<file path="config.mk">
export PLATFORM = sky130hd
export DESIGN_NAME = mem_port_arbiter
export DESIGN_NICKNAME = d
export VERILOG_FILES = /design/src/rtl/mem_port_arbiter.sv
export SDC_FILE = /design/constraint.sdc
export NUM_CORES = 1
export LEC_CHECK = 0
export BUFFER_PORTS_ARGS = -buffer_cell sky130_fd_sc_hd__buf_4
export CAP_MARGIN = 20
export CORE_MARGIN = 2
export CORE_UTILIZATION = 44
export CTS_CLUSTER_SIZE = 25
export DETAILED_ROUTE_END_ITERATION = 10
export MAX_ROUTING_LAYER = met4
export PLACE_DENSITY = 0.76
export RECOVER_POWER = 50
export SLEW_MARGIN = 10
export SYNTH_ARGS = -nofsm -noshare
export SYNTH_HDL_FRONTEND = slang
export SYNTH_SLANG_ARGS = --single-unit
</file>
<file path="constraint.sdc">
create_clock -name clk -period 1.86 [get_ports clk]
set_input_delay 0.186 -clock clk [delete_from_list [all_inputs] [get_ports clk]]
set_output_delay 0.186 -clock clk [all_outputs]
set_load 0.01 [all_outputs]
</file>
<file path="src/rtl/mem_port_arbiter.sv">
// Arbitrates one single-ported memory between fetch (read-only) and the memory stage.
// Data side has priority; store lanes are steered out, load lanes aligned and extended back.
module mem_port_arbiter #(
  parameter int ADDR_W = 32
) (
  input  logic            clk,
  input  logic            reset,
  input  logic            i_req,
  input  logic [0:ADDR_W-1] i_addr,
  output logic [0:31]     i_data,
  output logic            i_valid,
  output logic            i_stall,
  input  logic            d_req,
  input  logic            d_we,
  input  logic [0:ADDR_W-1] d_addr,
  input  logic [0:31]     d_wdata,
  input  logic [0:1]      d_size,
  input  logic            d_sign,
  output logic [0:31]     d_rdata,
  output logic            d_valid,
  output logic            d_misalign,
  output logic            d_stall,
  output logic            m_req,
  output logic            m_we,
  output logic [0:ADDR_W-1] m_addr,
  output logic [0:31]     m_wdata,
  output logic [0:3]      m_be,
  input  logic [0:31]     m_rdata,
  input  logic            m_ready
);

  typedef enum logic [1:0] {IDLE, BUSY_I, BUSY_D, RESP} state_t;

  state_t      state, state_nxt;
  logic        side_d;
  logic        we_q;
  logic        mis_q;
  logic [0:1]  size_q;
  logic        sign_q;
  logic [0:1]  off_q;
  logic [0:1]  off;
  logic        misalign;
  logic [0:31] st_wdata;
  logic [0:3]  st_be;

  // Byte offset within the word; bit ADDR_W-1 is the address LSB.
  assign off      = d_addr[ADDR_W-2:ADDR_W-1];
  assign misalign = ((d_size == 2'b01) && off[1]) || (d_size[0] && (off != 2'b00));

  function automatic logic [0:31] load_align(input logic [0:31] r, input logic [0:1] sz,
                                             input logic sg, input logic [0:1] k);
    logic [0:7]  b;
    logic [0:15] h;
    b = r[8*int'(k) +: 8];
    h = k[0] ? r[16:31] : r[0:15];
    case (sz)
      2'b00:   load_align = {{24{sg & b[0]}}, b};
      2'b01:   load_align = {{16{sg & h[0]}}, h};
      default: load_align = r;
    endcase
  endfunction

  always_comb begin
    st_be    = 4'b0000;
    st_wdata = d_wdata;
    if (!d_we) begin
      st_be    = 4'b1111;
      st_wdata = '0;
    end else begin
      case (d_size)
        2'b00: begin
          st_wdata = {4{d_wdata[24:31]}};
          st_be[off] = 1'b1;
        end
        2'b01: begin
          st_wdata = {2{d_wdata[16:31]}};
          st_be    = off[0] ? 4'b0011 : 4'b1100;
        end
        default: st_be = 4'b1111;
      endcase
    end
  end

  always_ff @(posedge clk or negedge reset) begin
    if (!reset) state <= IDLE;
    else        state <= state_nxt;
  end

  always_comb begin
    state_nxt = state;
    case (state)
      IDLE: begin
        if (d_req)      state_nxt = misalign ? RESP : BUSY_D;
        else if (i_req) state_nxt = BUSY_I;
      end
      BUSY_I, BUSY_D: if (m_ready) state_nxt = RESP;
      default:        state_nxt = IDLE;
    endcase
  end

  // Transaction fields are latched at grant and held through BUSY.
  always_ff @(posedge clk or negedge reset) begin
    if (!reset) begin
      side_d  <= 1'b0;
      we_q    <= 1'b0;
      mis_q   <= 1'b0;
      size_q  <= 2'b00;
      sign_q  <= 1'b0;
      off_q   <= 2'b00;
      m_addr  <= '0;
      m_wdata <= '0;
      m_be    <= 4'b0000;
      i_data  <= '0;
      d_rdata <= '0;
    end else begin
      case (state)
        IDLE: begin
          if (d_req) begin
            side_d  <= 1'b1;
            we_q    <= d_we & ~misalign;
            mis_q   <= misalign;
            size_q  <= d_size;
            sign_q  <= d_sign;
            off_q   <= off;
            m_addr  <= {d_addr[0:ADDR_W-3], 2'b00};
            m_wdata <= st_wdata;
            m_be    <= st_be;
            if (misalign) d_rdata <= '0;
          end else if (i_req) begin
            side_d  <= 1'b0;
            we_q    <= 1'b0;
            mis_q   <= 1'b0;
            m_addr  <= {i_addr[0:ADDR_W-3], 2'b00};
            m_wdata <= '0;
            m_be    <= 4'b1111;
          end
        end
        BUSY_I: if (m_ready) i_data  <= m_rdata;
        BUSY_D: if (m_ready) d_rdata <= load_align(m_rdata, size_q, sign_q, off_q);
        default: ;
      endcase
    end
  end

  assign m_req      = (state == BUSY_I) || (state == BUSY_D);
  assign m_we       = we_q && (state == BUSY_D);
  assign i_valid    = (state == RESP) && !side_d;
  assign d_valid    = (state == RESP) && side_d;
  assign d_misalign = d_valid && mis_q;
  assign i_stall    = i_req && !i_valid;
  assign d_stall    = d_req && !d_valid;

endmodule

</file>
# Word-level counts from Yosys, hierarchy flattened

Cells that the tools add are included.

Output and inout port bits: 139
Register bits: 142
Input port bits: 137
Logic and storage cells: 85

Order comparisons: 2
Reduce and logical (&&, ||, !) cells: 26
Equal/unequal tests: 10
Bitwise operators: 6
Shifts and indexed selects: 1
Muxes and demuxes: 28

Operators with widths:

| cell                                                        | number |
|---|---|
| two-way mux 32 bit                                          | 8 |
| one-hot mux 32 bit (2 select lines)                         | 3 |
| variable part select 32 x 32 -> 33 bit                      | 1 |
| inverter 5 -> 32 bit                                        | 1 |
| two-way mux 16 bit                                          | 1 |
| two-way mux 4 bit                                           | 4 |
| logical AND 1 bit                                           | 9 |
| != test 2 bit (second input constant)                       | 4 |
| one-hot mux 4 bit (2 select lines)                          | 1 |
| AND reduction 2 bit                                         | 4 |
| equality test 2 x 1 -> 1 bit (second input constant)        | 3 |
| zero test 2 bit                                             | 3 |
| two-way mux 1 bit                                           | 6 |
| two-way mux 2 bit                                           | 3 |
| nonzero test 2 bit                                          | 3 |
| equality test 2 bit (second input constant)                 | 2 |
| one-hot mux 2 bit (2 select lines)                          | 1 |
| AND reduction 4 bit                                         | 1 |
| AND 1 bit                                                   | 3 |
| greater-or-equal comparator 3 bit (second input constant)   | 1 |
| zero test 1 bit                                             | 3 |
| less-than comparator 3 x 1 -> 1 bit (second input constant) | 1 |
| != test 3 bit (second input constant)                       | 1 |
| inverter 2 -> 3 bit                                         | 1 |
| other kinds (4)                                             | 5 |

# Depth between registers and ports, before layout

Gate-level depths: netlist of the first run.

Depth after elaboration: 8
Gate-level depth with buffers: 9
Mapped depth without buffers: 6

# Least setup slack after synthesis of the first run

OpenSTA, ideal clock, no wires.

Path type: reg2reg
Start: register state[0]
End: register d_rdata[0] (netlist name)
Path slack: 0.105 ns
Data arrival time: 1.634 ns
Buffers on the path: 3
Data required time: 1.739 ns
Period minus slack after synthesis: 1.755 ns
Cell stages (with the launch flop): 10
Setup time: 0.121 ns
Cell sequence: dfrtp_1 inv_1 ha_1 buf_2 mux2i_1 a311o_1 buf_2 buf_2 nand2_1 o21ai_2

Word-level cells in the longest chain between the ends: 3
Elaborated cells between the ends (all ways): 8

Ends and longest elaborated chain:

| what                                                                 | RTL line | text |
|---|---|---|
| start: declaration                                                   | 34       | `state_t state, state_nxt;` |
| start signal: assignment                                             | 86       | `else state <= state_nxt;` |
| equality test 2 bit / zero test 2 bit (equally long branches)        | 116      | `case (state)` |
| != test 2 bit (no line) / nonzero test 2 bit (equally long branches) | --       |  |
| AND reduction 4 bit (no line)                                        | --       |  |
| end signal: assignment                                               | 139      | `BUSY_D: if (m_ready) d_rdata <= load_align(m_rdata, size_q, sign_q, off_q);` |
| end: declaration                                                     | 19       | `output logic [0:31] d_rdata,` |

Several ways; a longest one is shown, not always the timed one.
A chain may end at the register's enable or synchronous reset.

# Worst setup path after layout of the first run

Start: register state[0]
End: output port m_we

Word-level cells in the longest chain between the ends: 2

Ends and longest elaborated chain:

| what                | RTL line | text |
|---|---|---|
| equality test 2 bit | 146      | `assign m_we = we_q && (state == BUSY_D);` |
| logical AND 1 bit   | 146      |  |
| end: declaration    | 24       | `output logic m_we,` |

No other way between the ends.

==> results.json, run 1 <==
{
  "seq_area_um2": 3503,
  "ys_seq_area_share_pct": 53.49,
  "crit_path_top_delay_cell": "dfrtp_1",
  "fmaxAchievable_mhz": 570.2,
  "criticalPathCategory": "reg -> out",
  "seqPwrFrac_pct": 34.6,
  "grt_pass1_wl_um": 30100,
  "antenna_cells": 0,
  "globalplace.congestion": 0.8706,
  "cts_tree": "yes",
  "synth_edf_count": 0,
  "critical_path_peak_fanout": 4,
  "multi_input_area_um2": 2854,
  "final_cell_mix": "buf_4, dfrtp_1, nand2_1",
  "cts_buffer_depth": 2,
  "grt_max_degree": 65,
  "path_clk_slew_ns": 0.06,
  "hpwl_um": 14420,
  "timing.slew.headroom_pct": 20.67,
  "vias": 5756,
  "worst_pin_slew_ns": 1.187,
  "crit_top_cell": "buf_4",
  "io_buffers": 271,
  "layout_commonest_cell": "buf_4",
  "start_util_pct": 45.07,
  "cts_sinks": 140,
  "p_leak_uw": 0.004454,
  "ios": 276,
  "die_width_um": 126.0,
  "dieArea_um2": 15880,
  "hold_ws_ns": 0.01845,
  "combinationalPowerShare_pct": 43.5,
  "fillCellCount": 1266,
  "cp-start-kind": "register",
  "cp.required_ns": 1.67,
  "grt_overflow": 0,
  "async_flop_share_pct": 100.0,
  "hp-class": "in -> reg",
  "cts-root-buf": "clkbuf_16",
  "drive_gt1_share_pct": 35.56,
  "critPathMaxStageDelay_ns": 0.39,
  "grt_use_total_pct": 25.21,
  "fin_crit_sh_pct": 94.30,
  "maxCapViolations": 0,
  "avgViaCountPerCell": 5.325,
  "grt_pass1_vias": 5622,
  "hold_viol_final": 0,
  "outcome": "finished clean",
  "cts_buffers": 17,
  "rows": 44,
  "ys_ff_latch": 140,
  "netlist_instances": 610,
  "die_y_um": 126.0,
  "maxSlewViolCount": 0,
  "p_per_area_nw_per_um2": 1669,
  "ant_nets": 0,
  "routed_wl_um": 19550,
  "period_minus_slack_ns": 1.754,
  "antenna_found_initial": 0,
  "ys.flop_type": "dfrtp_1",
  "clock_latency_ns": 0.42,
  "h-tree-depth": 4,
  "placed_cells": 1040,
  "clkPwrFrac_pct": 21.9,
  "fin_skew_ns": 0.01108,
  "avgRoutedWirePerCell_um": 18.08,
  "layoutNonFillerInstCount": 1081,
  "syn_area_per_cell_um2": 10.74,
  "p_sw_share_pct": 37.89,
  "tns_ns": 0,
  "core_area_um2": 14530,
  "setup_viol": 0,
  "drc": 0,
  "p_int_uw": 9590,
  "drtPass1Iterations": 5,
  "synth_cell_types": 46,
  "synthesis.area_um2": 6550,
  "crit_path_end_kind": "output port",
  "area_growth_pct": 41.22,
  "finalNetCount": 1026,
  "switchingPower_uw": 5851,
  "first_iter_violations": 412,
  "arrival_ns": 1.57,
  "crit_chain": "inv_1, ha_1, buf_4, and2_1, buf_4",
  "ir_worst_vdd_v": 0.0007764,
  "yosysWarnings": 0
}
==> final cells by class <==
| type | count | area share, % |
|---|---|---|
| Clock inverter | 9 | 1.204 |
| Sequential cell | 140 | 37.87 |
| Tap cell | 184 | 2.489 |
| Inverter | 10 | 0.4058 |
| Timing Repair Buffer | 296 | 22.01 |
| Multi-Input combinational cell | 419 | 30.85 |
| Clock buffer | 23 | 5.167 |
==> cell families (layout without fill, tap and decap cells) <==
| kind of cell | count (synthesis) | count (layout) | share of synthesized area (%) |
|---|---|---|---|
| muxes | 104 | 104 | 16.89 |
| AOI/OAI and AO/OA | 163 | 165 | 15.74 |
| adders and majority gates | 5 | 5 | 0.9551 |
| buffers and inverters | 54 | 338 | 3.763 |
| other | 1 | 2 | 0.05725 |
| DFF | 140 | 140 | 53.49 |
| and+or+nand+nor | 143 | 143 | 9.112 |
==> metal layers <==
layer / track usage (%) / up-vias / share of wire (%)
li1: - / 2715 / -
met1: 31.90 / 2769 / 42
met2: 39.60 / 246 / 49
met3: 6.117 / 26 / 7.5
met4: 9.308 / 0 / 1.9
met5: - / - / 0
==> what timing repair did <==
| action | 4_1_cts | 5_1_grt |
|---|---|---|
| hold buffers | 4 | 0 |
| cloned | 2 | 0 |
| setup buffers | 1 | 2 |
| pin swaps | 1 | 0 |
| hold endpoints to repair | 41 | 0 |
| resized for setup | 1 | 8 |
| endpoints found under the setup margin | 16 | 24 |
==> stage by stage <==
step | instance area [um2] | util, % | total power (uW) | setup WS [ns]
floorplan | 6554 | - | 9029 | 0.1045
global placement | 8822 | 60.70 | 12400 | -0.02487
detailed placement | 8822 | 60.70 | 12580 | -0.1086
CTS | 9484 | 65.25 | 16070 | 0.01380
global route | 9250 | 63.64 | 16430 | -0.005916
finish | 9250 | 63.64 | 15440 | 0.1061
==> cells in the mapped netlist (all sizes together) (2+ instances only) <==
cell type	number	share of area, %
dfrtp	140	53
nand2	100	5.8
o21ai	85	6.7
mux2i	61	9.3
mux2	42	7.2
a21oi	36	3.1
buf	28	2.3
nor2	19	1.1
clkbuf	16	0.92
a22o	15	2.0
inv	10	0.57
o221ai	10	1.4
nor3	6	0.46
ha	5	0.96
nor2b	5	0.48
a221o	4	0.61
and2	4	0.38
and3	3	0.36
nand3	3	0.23
a22oi	2	0.23
o22a	2	0.27
==> path summary, 6_finish.rpt <==
kind                       cells after the start  slack, ns        start           to
setup / recovery                               5       0.11     state[0]         m_we
hold / removal                                 2       0.02  m_rdata[26]   i_data[26]
setup reg to reg                               6       0.11     state[0]  d_rdata[29]
hold reg to reg                                2       0.47  d_rdata[26]  d_rdata[26]
max in group asynchronous                      3       0.28        reset         we_q
min in group asynchronous                      2       0.49        reset  d_rdata[24]
==> state kept, by name, indices dropped and copies added (netlist names) <==
register	count
mis_q	1
m_addr	30
i_data	32
off_q	2
m_be	4
d_rdata	32
sign_q	1
size_q	2
side_d	1
state	2
we_q	1
m_wdata	32
==> worst max-delay path, delay by kind of cell, from the launching register on <==
kind,cells,cell delay [ns]
adders and majority gates,1,0.24
buffers and inverters,3,0.40
DFF,1,0.39
and+or+nand+nor,1,0.13
==> power by group through the flow <==
stage / Clock, uW / Combinational, uW / Sequential [uW]
detailed placement: 0 / 7210 / 5380
finish: 3380 / 6720 / 5340
CTS: 3420 / 7290 / 5360
global placement: 0 / 7060 / 5340
floorplan: 0 / 3150 / 5880
global route: 3570 / 7320 / 5540
(Power assumes the default switching activity.)
==> inputs of run 2 (changes only) <==
--- a/config.mk
+++ b/config.mk
@@ -12,7 +12,7 @@
 export CTS_CLUSTER_SIZE = 25
 export DETAILED_ROUTE_END_ITERATION = 10
 export MAX_ROUTING_LAYER = met4
-export PLACE_DENSITY = 0.76
+export PLACE_DENSITY_LB_ADDON = 0.15
 export RECOVER_POWER = 50
 export SLEW_MARGIN = 10
 export SYNTH_ARGS = -nofsm -noshare
==> results.json, run 2 (synthesis gave the netlist of run 1 again) <==
{
  "outcome": "finished clean",
  "critPathMaxStageDelay_ns": 0.43,
  "drc": 0,
  "rsz0062_at_grt": "false",
  "ios": 276,
  "grt_max_degree": 60,
  "period_minus_slack_ns": 1.799,
  "layout_commonest_cell": "buf_4",
  "clkPwrFrac_pct": 22.7,
  "switchingPower_uw": 5787,
  "grt_pass1_vias": 5771,
  "r2r-end": "d_rdata[27]",
  "dieArea_um2": 15880,
  "crit_path_top_delay_cell": "a311o_2",
  "p_per_area_nw_per_um2": 1687,
  "cp-start-kind": "register",
  "avgViaCountPerCell": 5.270,
  "grt_use_total_pct": 24.63,
  "start_util_pct": 45.07,
  "cts_buffers": 17,
  "fin_skew_ns": 0.007599,
  "combinationalPowerShare_pct": 43.5,
  "arrival_ns": 2.10,
  "setup_viol": 0,
  "p_leak_uw": 0.004518,
  "final_cell_mix": "buf_4, dfrtp_1, nand2_1",
  "hold_viol_final": 0,
  "drtPass1Iterations": 5,
  "cts_buffer_depth": 2,
  "rows": 44,
  "fin_area_um2": 9343,
  "drive_gt1_share_pct": 36.14,
  "h-tree-depth": 4,
  "routed_wl_um": 19040,
  "timing.rr.start": "state[1]",
  "min_path_cells": 2,
  "hold-path-endpoint": "i_data[30]",
  "fmaxAchievable_mhz": 556.0,
  "fillCellCount": 1222,
  "power_uw": 15760,
  "p_int_uw": 9977,
  "p_sw_share_pct": 36.71,
  "finalNetCount": 1031,
  "io_buffers": 271,
  "placed_cell_area_um2": 8880,
  "die_width_um": 126.0,
  "core_area_um2": 14530,
  "cts_tree": "yes",
  "worst_pin_slew_ns": 1.330,
  "cp.required_ns": 2.16,
  "hp-class": "in -> reg",
  "min_from": "m_rdata[30]",
  "die_y_um": 126.0,
  "timing.slew.headroom_pct": 11.31,
  "criticalPathCategory": "reg -> reg",
  "first_iter_violations": 411,
  "critical_path_peak_fanout": 20,
  "hpwl_um": 14120,
  "ir_worst_vdd_v": 0.0008153,
  "crit_chain": "buf_4, ha_4, mux2i_1, a311o_2, buf_12, a22o_1",
  "antenna_found_initial": 0,
  "grt_overflow": 0,
  "fin_crit_sh_pct": 96.70,
  "ant_nets": 0,
  "area_growth_pct": 42.64,
  "top_regs": "d_rdata: 32 flops, i_data: 32 flops, m_wdata: 32 flops",
  "postLayoutCoreUtil_pct": 64.28,
  "globalplace.congestion": 0.8324,
  "avgRoutedWirePerCell_um": 17.53,
  "maxCapViolations": 0,
  "cts_sinks": 140,
  "crit_path_end_kind": "register",
  "rr_worst_depth": 6,
  "maxSlewViolCount": 0,
  "seqPwrFrac_pct": 33.9,
  "tns_ns": 0,
  "grt_pass1_wl_um": 30190,
  "cts-root-buf": "clkbuf_16",
  "path_clk_slew_ns": 0.06,
  "antenna_cells": 0,
  "ff2ff_setup_slack_ns": 0.06,
  "vias": 5723,
  "clock_latency_ns": 0.41
}
[run 2: worst max-delay path by stage]
stage,slack (ns),end,cells past startpoint,start
finish,0.06,d_rdata[27],6,state[1]
global route,0.01,d_rdata[30],5,off_q[0]
CTS,0.01,d_rdata[11],6,state[1]
detailed placement,-0.12,d_rdata[10],5,off_q[0]
global placement,-0.05,d_rdata[14],5,off_q[0]
floorplan,0.10,d_rdata[0],9,state[0]
[run 2: metrics by stage]
step           setup slack (ns)  hold WS (ns)  std cells
2_1_floorplan            0.1045       -0.1096        611
4_1_cts                0.009561       0.01033       1080
3_3_place_gp           -0.05241        0.1937       1046
5_1_grt                 0.01038       0.01715       1086
3_5_place_dp            -0.1177        0.1985       1046
6_report                0.06138       0.02463       1086
[run 2: final cells by class]
type / instances / area (um2) / share of cell area [%]
clock inverter: 6 / 105.1 / 1.125
inverter: 10 / 37.54 / 0.4018
sequential: 140 / 3503 / 37.50
timing repair buffer: 303 / 2103 / 22.51
clock buffer: 26 / 519.2 / 5.558
tap: 184 / 230.2 / 2.464
multi-input combinational: 417 / 2844 / 30.44
[run 2: metal layers]
| layer | wire length (um) | global-route usage (%) | part of all wire, % |
|---|---|---|---|
| met2 | 9292 | 39.44 | 49 |
| met4 | 332 | 7.498 | 1.7 |
| met3 | 1531 | 6.797 | 8.0 |
| met1 | 7880 | 30.68 | 41 |
| met5 | 0 | - | 0 |
[run 2: power by group through the flow]
stage / Sequential (uW) / Clock, uW / Combinational (uW)
finish: 5340 / 3570 / 6860
global route: 5530 / 3760 / 7480
CTS: 5360 / 3620 / 7290
detailed placement: 5380 / 0 / 7270
global placement: 5330 / 0 / 7070
floorplan: 5880 / 0 / 3150
[run 2: repair_timing]
item,4_1_cts,5_1_grt
setup endpoints to repair,16,31
hold endpoints to repair,56,0
gates cloned,0,1
setup buffers,0,5
pin swaps,0,2
resized for setup,1,6
hold buffers,2,0
[run 2: worst max-delay path, delay by kind of cell (launching register included)]
kind / cells / cell delay (ns)
compound gates: 2 / 0.67
buf+inv: 2 / 0.33
mux: 1 / 0.11
fa+ha+maj: 1 / 0.17
flops: 1 / 0.40
==> inputs of run 3 (changes only) <==
--- a/config.mk
+++ b/config.mk
@@ -8,7 +8,8 @@
 export BUFFER_PORTS_ARGS = -buffer_cell sky130_fd_sc_hd__buf_4
 export CAP_MARGIN = 20
 export CORE_MARGIN = 2
-export CORE_UTILIZATION = 44
+export CORE_UTILIZATION = 45
+export CTS_BUF_LIST = sky130_fd_sc_hd__clkbuf_2 sky130_fd_sc_hd__clkbuf_4 sky130_fd_sc_hd__clkbuf_8
 export CTS_CLUSTER_SIZE = 25
 export DETAILED_ROUTE_END_ITERATION = 10
 export MAX_ROUTING_LAYER = met4
==> results.json, run 3 (synthesis gave the netlist of run 1 again) <==
{
  "globalplace.congestion": 0.8178,
  "hold_ws_ns": 0.03095,
  "io_buffers": 271,
  "die_y_um": 124.6,
  "path_clk_slew_ns": 0.08,
  "crit_family": "compound AO/OA/AOI/OAI gates",
  "hp-class": "in -> reg",
  "cts_sinks": 140,
  "combinationalPowerShare_pct": 44.5,
  "critPathBufInv": 3,
  "p_per_area_nw_per_um2": 1593,
  "ff2ff_setup_slack_ns": 0.04,
  "worst_pin_slew_ns": 0.9798,
  "cts_buffer_depth": 2,
  "cp-start-kind": "register",
  "first_iter_violations": 385,
  "start_util_pct": 45.59,
  "grt_overflow": 0,
  "routed_wl_um": 19240,
  "criticalPathCategory": "reg -> reg",
  "grt_use_total_pct": 25.29,
  "dieArea_um2": 15540,
  "critPathMaxStageDelay_ns": 0.42,
  "final_cell_mix": "buf_4, dfrtp_1, nand2_1",
  "antenna_found_initial": 0,
  "hpwl_um": 14080,
  "outcome": "finished clean",
  "cts-root-buf": "clkbuf_8",
  "ios": 276,
  "crit_path_end_kind": "register",
  "cp.required_ns": 2.18,
  "rr_worst_depth": 7,
  "fillCellCount": 1166,
  "clkPwrFrac_pct": 20.0,
  "grt_pass1_vias": 6099,
  "ant_nets": 0,
  "path_depth": 7,
  "seqPwrFrac_pct": 35.5,
  "maxCapViolations": 0,
  "fin_crit_sh_pct": 97.68,
  "r2r-end": "d_rdata[27]",
  "timing.rr.start": "state[1]",
  "h-tree-depth": 4,
  "ir_worst_vdd_v": 0.0006965,
  "drc": 0,
  "grt_pass1_wl_um": 30650,
  "crit_start": "state[1]",
  "die_width_um": 124.6,
  "crit_end": "d_rdata[27]",
  "cts_buffers": 17,
  "avgRoutedWirePerCell_um": 17.29,
  "fmaxAchievable_mhz": 550.4,
  "finalNetCount": 1058,
  "fin_skew_ns": 0.008253,
  "postLayoutCoreUtil_pct": 65.94,
  "vias": 5836,
  "core_area_um2": 14370,
  "p_int_uw": 9428,
  "cts_tree": "yes",
  "switchingPower_uw": 5671,
  "drtPass1Iterations": 4,
  "rows": 44,
  "antenna_cells": 0,
  "top_regs": "d_rdata: 32 flops, i_data: 32 flops, m_wdata: 32 flops",
  "setup_viol": 0,
  "layout_commonest_cell": "buf_4",
  "hold_viol_final": 0,
  "p_sw_share_pct": 37.56,
  "avgViaCountPerCell": 5.243,
  "maxSlewViolCount": 0,
  "grt_max_degree": 63,
  "arrival_ns": 2.14,
  "cts_setup_buffers": 0,
  "area_growth_pct": 44.66,
  "p_leak_uw": 0.004563,
  "tns_ns": 0,
  "crit_path_top_delay_cell": "dfrtp_1",
  "critical_path_peak_fanout": 39,
  "period_minus_slack_ns": 1.817,
  "clock_latency_ns": 0.44,
  "timing.slew.headroom_pct": 34.68,
  "drive_gt1_share_pct": 34.66,
  "crit_chain": "inv_1, ha_2, buf_4, mux2i_1, a311o_1, buf_12, a22o_1"
}
[run 3: cell count changes in the layout (fill, tap and decap cells not counted), moves of 2 or more]
cell           before  now
bufinv_16           3    6
ha_1                2    4
clkbuf_8            6   20
clkbuf_16          18    0
clkbuf_1           71   67
clkbuf_4            0    3
dlygate4sd3_1       2   36
buf_4             224  219
[run 3: layout make-up]
| type | instances | area (um2) | area share, % |
|---|---|---|---|
| clock inverters | 11 | 211.5 | 2.232 |
| multi-input cells | 417 | 2834 | 29.91 |
| clock buffers | 21 | 282.8 | 2.984 |
| repair buffers | 330 | 2376 | 25.08 |
| well taps | 184 | 230.2 | 2.430 |
| inverters | 10 | 37.54 | 0.3961 |
| flip-flops and latches | 140 | 3503 | 36.97 |
[run 3: how the worst min path moves through the flow]
stage	startpoint	end	slack, ns	cells after the start
final	m_rdata[16]	i_data[16]	0.03	2
after global routing	m_rdata[16]	i_data[16]	0.004	2
after CTS	m_rdata[16]	i_data[16]	0.001	2
after detailed placement	reset	i_data[5]	0.11	1
after global placement	reset	i_data[3]	0.11	1
after floorplan	reset	d_rdata[0]	-0.11	0
[run 3: per-layer routing]
layer / GRT usage, % / vias to the layer above / share of wire, %
met4: 8.724 / 0 / 2.2
met2: 41.82 / 246 / 50
met5: - / - / 0
met1: 30.07 / 2790 / 41
li1: - / 2768 / -
met3: 6.744 / 32 / 7.4
[run 3: through the flow]
stage / instances / total power, uW / setup WS [ns] / area (um2)
finish: 1113 / 15100 / 0.04307 / 9475
global route: 1113 / 16090 / -0.02360 / 9475
CTS: 1113 / 15760 / 0.02338 / 9722
detailed placement: 1045 / 12630 / -0.003203 / 8860
global placement: 1045 / 12370 / 0.04551 / 8860
floorplan: 611 / 9029 / 0.1045 / 6554
[run 3: power by group through the flow]
stage | Sequential [uW] | Combinational, uW | Clock, uW
after detailed placement | 5400 | 7230 | 0
after CTS | 5370 | 7310 | 3070
after floorplan | 5880 | 3150 | 0
after global placement | 5320 | 7050 | 0
after global routing | 5540 | 7340 | 3200
final | 5360 | 6720 | 3020
[run 3: what timing repair did]
item | in CTS | in global routing
gates resized for setup | 1 | 4
hold endpoints to repair | 70 | 0
endpoints found under the setup margin | 2 | 15
hold buffers | 36 | 0
